<file path="config.mk">
export PLATFORM = sky130hd
export DESIGN_NAME = pc_fetch_ctrl
export DESIGN_NICKNAME = d
export VERILOG_FILES = /design/src/rtl/pc_fetch_ctrl.sv
export SDC_FILE = /design/constraint.sdc
export NUM_CORES = 1
export LEC_CHECK = 0
export ABC_AREA = 1
export CORE_AREA = 5 5 126 128
export CTS_BUF_LIST = sky130_fd_sc_hd__clkbuf_4
export DETAILED_ROUTE_END_ITERATION = 10
export DIE_AREA = 0 0 131 133
export HOLD_SLACK_MARGIN = 0.12
export PLACE_DENSITY_LB_ADDON = 0.12
export SYNTH_ARGS = -nofsm -noshare
export SYNTH_HDL_FRONTEND = slang
export SYNTH_SLANG_ARGS = --single-unit
</file>
<file path="constraint.sdc">
create_clock -name clk_i -period 6.8 [get_ports clk_i]
set_input_delay 1.36 -clock clk_i [delete_from_list [all_inputs] [get_ports clk_i]]
set_output_delay 1.36 -clock clk_i [all_outputs]
set_load 0.01 [all_outputs]
</file>
<file path="src/rtl/pc_fetch_ctrl.sv">
// pc_fetch_ctrl: owns the architectural PC, picks the next PC from the
// upstream jump/branch/trap targets and fetches the instruction at PC over
// a req/ack/valid handshake. The fetched word is held in IR for decode.
//
// Ports:
//   clk_i, rst_i        clock (rising edge), async active-high reset
//   pc_write_i          one-cycle strobe: advance/redirect PC
//   pc_source_i[2:0]    0 PC+4, 1 JALR, 2 BRANCH, 3 JAL, 4 MTVEC, 5 MEPC, 6/7 PC+4
//   jal_i, branch_i, jalr_i, mtvec_i, mepc_i   candidate targets
//   fetch_req_o, fetch_addr_o                  request to instruction memory
//   fetch_ack_i, fetch_valid_i, fetch_data_i   memory accept / response
//   pc_o, pc_plus4_o    current PC and PC+4 (link value)
//   ir_o, ir_valid_o    latched instruction, valid for the current PC
//   misalign_o          one-cycle pulse on a misaligned PC_WRITE target
//   busy_o              high unless an instruction is held
module pc_fetch_ctrl #(
  parameter logic [31:0] RESET_VECTOR = 32'h0000_0000
) (
  input  logic        clk_i,
  input  logic        rst_i,
  input  logic        pc_write_i,
  input  logic [2:0]  pc_source_i,
  input  logic [31:0] jal_i,
  input  logic [31:0] branch_i,
  input  logic [31:0] jalr_i,
  input  logic [31:0] mtvec_i,
  input  logic [31:0] mepc_i,
  output logic        fetch_req_o,
  output logic [31:0] fetch_addr_o,
  input  logic        fetch_ack_i,
  input  logic        fetch_valid_i,
  input  logic [31:0] fetch_data_i,
  output logic [31:0] pc_o,
  output logic [31:0] pc_plus4_o,
  output logic [31:0] ir_o,
  output logic        ir_valid_o,
  output logic        misalign_o,
  output logic        busy_o
);

  typedef enum logic [1:0] {S_REQ, S_WAIT, S_DRAIN, S_HAVE} state_t;

  state_t      state_q;
  logic [31:0] pc_q, ir_q, npc_d, pc_plus4;
  logic        ir_valid_q, misalign_q, bad_tgt;

  assign pc_plus4 = pc_q + 32'd4;  // 32-bit modulo, wraps at top of space

  always_comb begin
    npc_d = pc_plus4;
    case (pc_source_i)
      3'd1:    npc_d = jalr_i;
      3'd2:    npc_d = branch_i;
      3'd3:    npc_d = jal_i;
      3'd4:    npc_d = mtvec_i;
      3'd5:    npc_d = mepc_i;
      default: npc_d = pc_plus4;
    endcase
  end

  // A misaligned target is reported and otherwise ignored; it wins over
  // every redirect/handshake action in the FSM below.
  assign bad_tgt = pc_write_i && (npc_d[1:0] != 2'b00);

  always_ff @(posedge clk_i or posedge rst_i) begin
    if (rst_i) begin
      state_q    <= S_REQ;
      pc_q       <= RESET_VECTOR;
      ir_q       <= 32'h0;
      ir_valid_q <= 1'b0;
      misalign_q <= 1'b0;
    end else begin
      misalign_q <= 1'b0;
      if (bad_tgt) begin
        misalign_q <= 1'b1;
      end else begin
        case (state_q)
          S_REQ: begin
            // Unacked request may simply be retargeted; an acked one
            // leaves a response in flight that must be drained.
            if (pc_write_i) begin
              pc_q <= npc_d;
              if (fetch_ack_i) state_q <= S_DRAIN;
            end else if (fetch_ack_i) begin
              state_q <= S_WAIT;
            end
          end
          S_WAIT: begin
            if (pc_write_i) begin
              pc_q    <= npc_d;
              state_q <= fetch_valid_i ? S_REQ : S_DRAIN;
            end else if (fetch_valid_i) begin
              ir_q       <= fetch_data_i;
              ir_valid_q <= 1'b1;
              state_q    <= S_HAVE;
            end
          end
          S_DRAIN: begin
            if (pc_write_i) pc_q <= npc_d;
            if (fetch_valid_i) state_q <= S_REQ;  // stale word dropped
          end
          S_HAVE: begin
            if (pc_write_i) begin
              pc_q       <= npc_d;
              ir_valid_q <= 1'b0;
              state_q    <= S_REQ;
            end
          end
          default: state_q <= S_REQ;
        endcase
      end
    end
  end

  assign fetch_req_o  = (state_q == S_REQ);
  assign fetch_addr_o = pc_q;
  assign pc_o         = pc_q;
  assign pc_plus4_o   = pc_plus4;
  assign ir_o         = ir_q;
  assign ir_valid_o   = ir_valid_q;
  assign misalign_o   = misalign_q;
  assign busy_o       = (state_q != S_HAVE);

endmodule

</file>
Yosys cells after proc, flatten, opt, wreduce, memory -nomap -nowiden
Cells that the tools add are included.
- add/sub/neg operators: 1
- eq/ne operators: 16
- mux-type cells: 17
- bitwise operators: 2
- reductions and logical operators: 9
- operator list (operator ; count):
    case mux 32 bit (5 select lines) ; 1
    two-way mux 32 bit ; 2
    adder 32 x 3 -> 32 bit, second input constant ; 1
    two-way mux 2 bit ; 8
    inequality test 2 bit, second input constant ; 5
    AND reduction 5 bit ; 2
    case mux 2 bit (4 select lines) ; 1
    == test 3 x 2 -> 1 bit, second input constant ; 2
    == test 3 bit, second input constant ; 2
    == test 2 bit, second input constant ; 2
    two-way mux 1 bit ; 4
    inequality test 2 x 1 -> 1 bit, second input constant ; 2
    AND reduction 4 bit ; 1
    nonzero test 2 bit ; 2
    OR reduction 4 bit ; 1
    == test 3 x 1 -> 1 bit, second input constant ; 1
    inequality test 3 bit, second input constant ; 1
    == test 2 x 1 -> 1 bit, second input constant ; 1
    logical NOT 2 bit ; 1
    inverter 1 bit ; 2
    case mux 1 bit (2 select lines) ; 1
    AND reduction 2 bit ; 1
    logical AND 1 bit ; 1
- bits in registers: 68
- bits of input ports: 200
- output and inout port bits: 132
- logic and storage cells: 50

Logic depth before layout (Yosys ltp)
Gate-level depths: netlist of run 1.
- depth in word-level cells: 6
- gate-level depth with buffers: 12
- mapped depth without buffers: 11

Least setup slack after synthesis of run 1
No wires, ideal clock.
- path type: flip-flop to output port
- start point: register pc_q[2] (netlist: fetch_addr_o[2])
- end point: output port pc_plus4_o[14]
- arrival: 1.591 ns
- data required time: 5.440 ns
- slack: 3.849 ns
- stages on the path, launching flop included: 8
- buffers on the path: 1
- cell sequence: dfrtp_1 -> ha_1 -> clkbuf_1 -> nand2_1 -> nor3_1 -> nand3_1 -> nand2_1 -> and2_1
- word-level cells in the longest chain between the ends: 1
- RTL lines (item ; RTL line ; source):
    start, declared ; 44 ; logic [31:0] pc_q, ir_q, npc_d, pc_plus4;
    start signal, assigned ; 82 ; pc_q <= npc_d;
    start signal, assigned ; 90 ; pc_q <= npc_d;
    start signal, assigned ; 99 ; if (pc_write_i) pc_q <= npc_d;
    adder 32 x 3 -> 32 bit ; 47 ; assign pc_plus4 = pc_q + 32'd4;
    end, declared ; 34 ; output logic [31:0] pc_plus4_o,
No other way between the ends.

Worst setup path in the final report of run 1
Same ends and word-level chain as after synthesis.

==> impl_metrics.ini, run 1 <==
[run_status]
outcome = finished clean

[worst_hold_path]
min-delay-start = ir_valid_o
hold_class = flip-flop to flip-flop
min_to = ir_valid_o
hold_depth = 2

[timing]
setup_ws_ps = 2420
fmax_ghz = 0.228
hold_viol = 0
fin_skew_ps = 14.0
timing.hold.ws_ps = 489
post-route-period-util_pct = 64.4
slew_headroom_pct = 34.3
setup_tns_ps = 0
rsz0062_at_grt = no
fin_crit_ps = 4380
worst_slew_pin_slew_ps = 985
drv_slew = 0
setup_viol = 0

[finish]
fill_cells = 1472
drive_gt1_share_pct = 6.14
nNetsFinal = 1292
final_cell_mix = nand2_1, clkdlybuf4s50_1, nor2_1, dfrtp_1, nand3_1
final_common_cell = nand2_1
areaGrowthSynthToFinish_pct = 63.6

[synth]
syn_area_per_cell_um2 = 6.50
ys_seq_area_share_pct = 32.6
synth-xor-area-share_pct = 1.51
syn_inst = 804
synth.distinct_cells = 28
synth_seq_cells = 68
synth_compound_area_share_pct = 4.38
syn_area_mm2 = 0.00523
synth_ff_type = dfrtp_1
synthAdderAreaFrac_pct = 1.20
synth_simple_gate_area_share_pct = 42.0
synth_top_family_by_area = simple AND/OR/NAND/NOR gates
synth_mux_area_share_pct = 6.89
async_flop_share_pct = 100
yosys_warnings = 0
syn_nets = 1009
synth_edf_count = 0

[clocking]
cts_hold_buffers = 0
clk_pin_slew_ps = 120
cts-buffers-inserted = 9
insertion_delay_ps = 440
cts_tree = built
numClockSinks = 68
cts_max_path_buffers = 2
cts_setup_buffers = 0
cts_max_level = 3
cts-resized-gates = 0
cts-root-buf = clkbuf_4

[power]
power_mw = 2.19
cellLeakagePower_nw = 3.74
p_per_area_mw_per_mm2 = 256
irDropWorstVdd_uv = 169

[routing]
vias = 6109
drt_pass1_iterations = 5
finalWirelength_mm = 22.6
drc = 0
drtIter0Drc = 410
wire_per_inst_um = 17.6
drtAntennaViolNets = 0
avgViaCountPerCell = 4.77

[critical_path]
worstRegToRegCells = 8
cp_common_cell = nand2_1
cp-end-kind = output pin
r2r_end = fetch_addr_o[14]
reg2reg_from = fetch_addr_o[2]
critPathKind = flip-flop to output pin
cp_max_fo = 8
cp-start-kind = flip-flop
critPathRequiredTime_ps = 5440
slowest_stage = nor3_1
crit_arrival_ps = 3020
ff2ff_setup_slack_ps = 4480
worst-path-buf-inv = 1
worstPathCellList = ha_1 > nand2_1 > nor3_1 > nand3_1 > nand2_1 > and2_1 > clkdlybuf4s50_1
path_delay_family = simple AND/OR/NAND/NOR gates
cp_slowest_stage_delay_ps = 660

[placed_design]
port_buffers = 331
gp_congestion = 0.922
dp_slack_ps = 2350
dp_hpwl_mm = 18.4

[floorplan]
core_mm2 = 0.0148
initial_core_util_pct = 35.4
ios = 332
die_y_um = 133
fp.dieW_um = 131
die_area_mm2 = 0.0174
rows = 45

[global_route]
antenna_found_initial = 1
gr-total-overflow = 0
gr-usage-all-layers_pct = 25.4
grt_max_degree = 69
grt_pass1_vias = 5944
grt_first_pass_wirelength_mm = 33.5

[flow_run]
maxCapViolCount = 0
## Yosys cell counts, types with 2 or more instances
library cell | count | area (um2)
inv_1 | 47 | 176
dfrtp_1 | 68 | 1700
and2_1 | 2 | 12.5
nand3_1 | 53 | 265
ha_1 | 5 | 62.6
xor2_1 | 8 | 70.1
inv_2 | 3 | 11.3
nand2_1 | 359 | 1350
nor2_1 | 82 | 308
a21oi_1 | 20 | 100
buf_2 | 17 | 85.1
clkbuf_2 | 2 | 10.0
nand3_2 | 3 | 30.0
clkbuf_1 | 8 | 30.0
nand4_1 | 18 | 113
buf_4 | 35 | 263
nor2_2 | 2 | 12.5
mux2_2 | 32 | 360
nand3b_1 | 13 | 97.6
o21ai_0 | 18 | 90.1
buf_6 | 2 | 22.5
## stage by stage
step | instance area, um2 | util (%) | std cells
after CTS | 8550 | 58.0 | 1280
after floorplan | 5230 | - | 804
after detailed placement | 8410 | 57.0 | 1264
after global routing | 8550 | 58.0 | 1281
after global placement | 8410 | 57.0 | 1264
final | 8550 | 58.0 | 1281
## worst max-delay path by stage
| stage | slack (ps) | startpoint | cells past startpoint | end |
|---|---|---|---|---|
| floorplan | 3730 | rst_i | 1 | fetch_addr_o[0] |
| global placement | 2480 | pc_source_i[0] | 7 | fetch_addr_o[14] |
| detailed placement | 2350 | pc_source_i[0] | 7 | fetch_addr_o[11] |
| CTS | 2430 | fetch_addr_o[2] | 7 | pc_plus4_o[14] |
| global route | 2250 | fetch_addr_o[2] | 7 | pc_plus4_o[14] |
| finish | 2420 | fetch_addr_o[2] | 7 | pc_plus4_o[14] |
## per-layer routing
metal  vias to the layer above  GRT usage, %  part of all wire, %  routed length [um]
met5                         -             0                    0                   0
met4                         0          7.14                  2.2                 505
met3                        35          7.19                  8.6                1930
met2                       231          41.9                   49               11100
met1                      2765          32.2                   40                9100
li1                       3078             -                    -                   -
## power breakdown
group	internal [mW]	switching, mW	leakage (nW)
Clock	0.116	0.162	0.0728
Combinational	0.695	0.509	2.82
Sequential	0.554	0.152	0.848
Total	1.36	0.823	3.74
## worst min-delay path, cell delays in order, from the launching register on
cell and delay, ps:
dfrtp_1 370, nand2_1 50, nand2_1 40
## logic make-up after synthesis
family                   count (synthesis)
AO/OA/AOI/OAI                           42
buffers and inverters                  114
multiplexers                            32
XOR/XNOR                                 9
AND/OR/NAND/NOR                        534
adder cells (fa/ha/maj)                  5
flip-flops                              68
## flip-flops by register name, indices dropped and copies added (netlist names)
name	count
fetch_addr_o	32
ir_o	32
state_q	2
ir_valid_o	1
misalign_o	1
## cell type report
| class | count | area [um2] | area share, % |
|---|---|---|---|
| timing repair buffer | 336 | 3350 | 39.2 |
| multi-input combinational | 622 | 2940 | 34.3 |
| sequential | 68 | 1700 | 19.9 |
| tap | 188 | 235 | 2.75 |
| inverter | 50 | 188 | 2.19 |
| clock buffer | 10 | 75.1 | 0.878 |
| clock inverter | 6 | 63.8 | 0.746 |
| antenna | 1 | 2.50 | 0.0293 |
No activity file was read; power rests on OpenSTA's default activity.
==> inputs of run 2 (changes only) <==
Settings changed: CORE_AREA 5 5 126 128 to unset, CORE_MARGIN set to 5, CORE_UTILIZATION set to 34, DIE_AREA 0 0 131 133 to unset.
Clock period 6.8 ns to 3.7 ns, I/O delays scaled along.
==> run 2 against run 1 <==
Effect of this change: total power up 84%; clock power up 85%; sequential share of layout area down 0.12 points; cell count up 0.55%; worst setup slack worse by 2200 ps; wire length up 2.9%; global-route usage down 0.23 points; die area up 3.1%; first-iteration DRC count up 0.49%; flip-flop and latch count unchanged.
==> impl_metrics.ini, run 2 (synthesized netlist as in run 1, its figures left out) <==
[run_status]
outcome = finished clean

[global_route]
grt_pass1_vias = 6085
antenna_found_initial = 2
grt_first_pass_wirelength_mm = 34.6
gr-usage-all-layers_pct = 25.2
gr-total-overflow = 0
grt_max_degree = 69

[critical_path]
critPathRequiredTime_ps = 2960
cp-start-kind = flip-flop
crit_arrival_ps = 2790
reg2reg_from = fetch_addr_o[2]
ff2ff_setup_slack_ps = 1480
r2r_end = fetch_addr_o[26]
cp_max_fo = 8
critPathKind = flip-flop to output pin
worstRegToRegCells = 10
cp-end-kind = output pin

[clocking]
cts_setup_buffers = 0
cts_hold_buffers = 0
cts-resized-gates = 0
cts-buffers-inserted = 9
insertion_delay_ps = 430
cts_max_level = 3
cts_tree = built
cts_max_path_buffers = 2
cts-root-buf = clkbuf_4
numClockSinks = 68
clk_pin_slew_ps = 130

[routing]
drtIter0Drc = 412
vias = 6181
drt_pass1_iterations = 5
finalWirelength_mm = 23.2
avgViaCountPerCell = 4.80
drc = 0
drtAntennaViolNets = 0
wire_per_inst_um = 18.0

[finish]
final_cell_mix = nand2_1, clkdlybuf4s50_1, nor2_1, dfrtp_1, nand3_1
areaGrowthSynthToFinish_pct = 64.6
fill_cells = 1488
nNetsFinal = 1299
regArea_mm2 = 0.00170
multiInputGateArea_mm2 = 0.00294
fin_area_mm2 = 0.00861
post-route-util_pct = 56.8
final_common_cell = nand2_1
layout.cells.non_filler = 1288
drive_gt1_share_pct = 6.73

[flow_run]
maxCapViolCount = 0

[floorplan]
fp.dieW_um = 134
rows = 45
core_mm2 = 0.0151
initial_core_util_pct = 34.5
die_y_um = 134
ios = 332
die_area_mm2 = 0.0180

[power]
p_per_area_mw_per_mm2 = 469
cellLeakagePower_nw = 3.78
irDropWorstVdd_uv = 269

[timing]
slew_headroom_pct = 38.2
drv_slew = 0
fmax_ghz = 0.283
timing.hold.ws_ps = 513
setup_tns_ps = 0
fin_skew_ps = 19.3
post-route-period-util_pct = 95.3
rsz0062_at_grt = no
worst_slew_pin_slew_ps = 926
fin_crit_ps = 3530
setup_viol = 0
hold_viol = 0

[placed_design]
placed_area_mm2 = 0.00846
port_buffers = 331
dp_cells = 1271
dp_hpwl_mm = 19.0
gp_congestion = 0.895

[worst_hold_path]
min-delay-start = ir_valid_o
hold_class = flip-flop to flip-flop
hold_depth = 2
min_to = ir_valid_o
[run 2: cell types whose count changed in the layout (fill, tap and decap cells not counted), sizes merged]
cell / before / now
clkinv: 2 / 4
inv: 51 / 50
buf: 5 / 12
clkinvlp: 2 / 1
[run 2: where the power goes]
part	total (mW)	switching [mW]	internal, mW
Clock	0.516	0.302	0.213
Combinational	2.22	0.936	1.28
Sequential	1.30	0.283	1.02
[run 2: how the worst max path moves through the flow]
stage,endpoint,from,slack (ps),cells past startpoint
after CTS,pc_plus4_o[26],fetch_addr_o[2],130,8
final,pc_plus4_o[18],fetch_addr_o[2],170,8
after detailed placement,pc_plus4_o[26],fetch_addr_o[3],640,8
after global placement,pc_plus4_o[18],fetch_addr_o[3],660,8
after global routing,pc_plus4_o[26],fetch_addr_o[2],3,8
after floorplan,fetch_addr_o[0],rst_i,1250,1
[run 2: worst max-delay path, cell delays in order, from the launching register on]
cell	delay [ps]
dfrtp_1	510
ha_1	400
nand3_1	260
inv_1	160
nand2_1	140
inv_1	140
nand4_1	90
nand2_1	100
clkdlybuf4s50_1	540
[run 2: stage by stage]
step	setup slack, ps	power (mW)
after floorplan	1250	2.25
after global placement	657	3.52
after detailed placement	637	3.54
after CTS	134	4.07
after global routing	2.58	4.29
final	172	4.04
[run 2: layout make-up]
cell class | instances | area share (%)
flip-flops and latches | 68 | 19.8
clock buffers | 10 | 0.872
diodes | 1 | 0.0291
well taps | 188 | 2.73
multi-input cells | 622 | 34.1
inverters | 50 | 2.18
repair buffers | 343 | 39.5
clock inverters | 6 | 0.756
[run 2: metal layers]
layer  vias to the layer above  routed length, um  track usage (%)
li1                       3088                  -                -
met1                      2782               9590             31.9
met2                       271              11100             41.4
met3                        38               1930             7.35
met4                         2                606             8.17
met5                         -                  7                0
==> inputs of run 3 (changes only) <==
Settings changed: CAP_MARGIN set to 20, CTS_CLUSTER_DIAMETER set to 150.
Clock period 3.7 ns to 3.1 ns, I/O delays scaled along.
==> run 3 against run 2 <==
Effect of this change: clock power is 1% lower; cell count is 0.85% higher; sequential power rose by 19%; via count increased by 0.81%; global-route usage fell by 0.58 points; flip-flop and latch count did not move; highest routed layer unchanged; sequential share of layout area fell by 0.080 points; core utilization is 0.82 points higher; critical path depth is 2 lower; cell area up 1.4%.
==> impl_metrics.ini, run 3 (synthesized netlist as in run 1, its figures left out) <==
[routing]
drt_pass1_iterations = 7
drc = 0
wire_per_inst_um = 17.5
drtAntennaViolNets = 0
vias = 6231
drtIter0Drc = 348
finalWirelength_mm = 22.8
avgViaCountPerCell = 4.80

[timing]
fin_crit_ps = 2960
fin_skew_ps = 26.1
setup_viol = 0
setup_tns_ps = 0
rsz0062_at_grt = yes
fmax_ghz = 0.338
drv_slew = 0
worst_slew_pin_slew_ps = 514
hold_viol = 0
post-route-period-util_pct = 95.4
slew_headroom_pct = 65.7

[floorplan]
fp.dieW_um = 134
rows = 45
ios = 332
die_y_um = 134
initial_core_util_pct = 34.5
die_area_mm2 = 0.0180
core_mm2 = 0.0151

[placed_design]
gp_congestion = 0.900
dp_hpwl_mm = 18.8
port_buffers = 331
dp_cells = 1276

[critical_path]
critPathRequiredTime_ps = 2480
cp_max_fo = 7
cp-end-kind = output pin
critPathKind = flip-flop to output pin
crit_arrival_ps = 2340
cp-start-kind = flip-flop

[worst_hold_path]
hold_class = flip-flop to flip-flop

[finish]
fill_cells = 1463
drive_gt1_share_pct = 9.56
final_common_cell = nand2_1
nNetsFinal = 1309
layout.cells.non_filler = 1299
regArea_mm2 = 0.00172
multiInputGateArea_mm2 = 0.00297
areaGrowthSynthToFinish_pct = 67.0
final_cell_mix = nand2_1, clkdlybuf4s50_1, nor2_1, dfrtp_1, nand3_1

[global_route]
grt_first_pass_wirelength_mm = 33.9
grt_pass1_vias = 5986
gr-usage-all-layers_pct = 24.6
grt_max_degree = 69
gr-total-overflow = 0
antenna_found_initial = 2

[clocking]
cts-buffers-inserted = 9
cts_max_path_buffers = 2
cts_hold_buffers = 0
cts_tree = built
clk_pin_slew_ps = 120
cts_max_level = 3
numClockSinks = 68
insertion_delay_ps = 440
cts-root-buf = clkbuf_4

[power]
power_mw = 4.76
clkPwrFrac_pct = 10.7
irDropWorstVdd_uv = 373
p_int_mw = 2.96
pwr-share-seq_pct = 32.5
p_sw_mw = 1.80
p_comb_share_pct = 56.8
cellLeakagePower_nw = 3.80
p_per_area_mw_per_mm2 = 545
sw_frac_of_total_pct = 37.9

[flow_run]
maxCapViolCount = 0

[run_status]
outcome = finished clean
run 3: per-stage QoR:
stage	worst slack, ps	cell area [um2]	util [%]	hold WS (ps)
2_1_floorplan	768	5230	-	491
3_3_place_gp	372	8530	56.3	466
3_5_place_dp	345	8530	56.3	469
4_1_cts	37.0	8660	57.2	502
5_1_grt	-0.260	8730	57.6	516
6_report	143	8730	57.6	499
run 3: routing by layer:
layer | routed length, um | GRT usage (%) | share of wire [%] | vias to the layer above
li1 | - | - | - | 3114
met1 | 8960 | 30.3 | 39 | 2812
met2 | 11200 | 41.6 | 49 | 262
met3 | 1990 | 7.28 | 8.7 | 41
met4 | 607 | 7.54 | 2.7 | 2
met5 | 7 | 0 | 0.031 | -
run 3: critical path: stages, from the launching register on:
cell and delay (ps):
dfrtp_2 470, ha_4 210, nand3_1 150, inv_1 90, nand2_1 170, xor2_1 240, clkdlybuf4s50_1 590
run 3: repair_timing:
item,CTS,global route
endpoints found under the setup margin,13,19
buffers inserted,0,5
pin swaps,0,0
gates cloned,0,0
resized for setup,7,17
run 3: final timing paths:
check | startpoint | endpoint | slack, ps | cells past startpoint
worst min register to register | ir_valid_o | ir_valid_o | 500 | 2
worst min-delay path | ir_valid_o | ir_valid_o | 500 | 2
min in group asynchronous | rst_i | ir_o[1] | 570 | 3
worst max-delay path | fetch_addr_o[2] | pc_plus4_o[10] | 140 | 6
worst max register to register | state_q[1] | ir_o[27] | 1390 | 5
max in group asynchronous | rst_i | fetch_addr_o[3] | 2180 | 3
run 3: final cells by class:
type | count | share of cell area [%]
diodes | 2 | 0.0573
clock buffers | 9 | 0.774
clock inverters | 7 | 0.502
inverters | 50 | 2.15
multi-input cells | 622 | 34.0
flip-flops and latches | 68 | 19.7
well taps | 188 | 2.69
repair buffers | 353 | 40.1
run 3: power by group through the flow:
stage	sequential, mW	clock, mW	combinational (mW)
2_1_floorplan	1.64	0	1.06
3_3_place_gp	1.54	0	2.67
3_5_place_dp	1.55	0	2.67
4_1_cts	1.54	0.534	2.69
5_1_grt	1.61	0.575	2.89
6_report	1.55	0.509	2.71
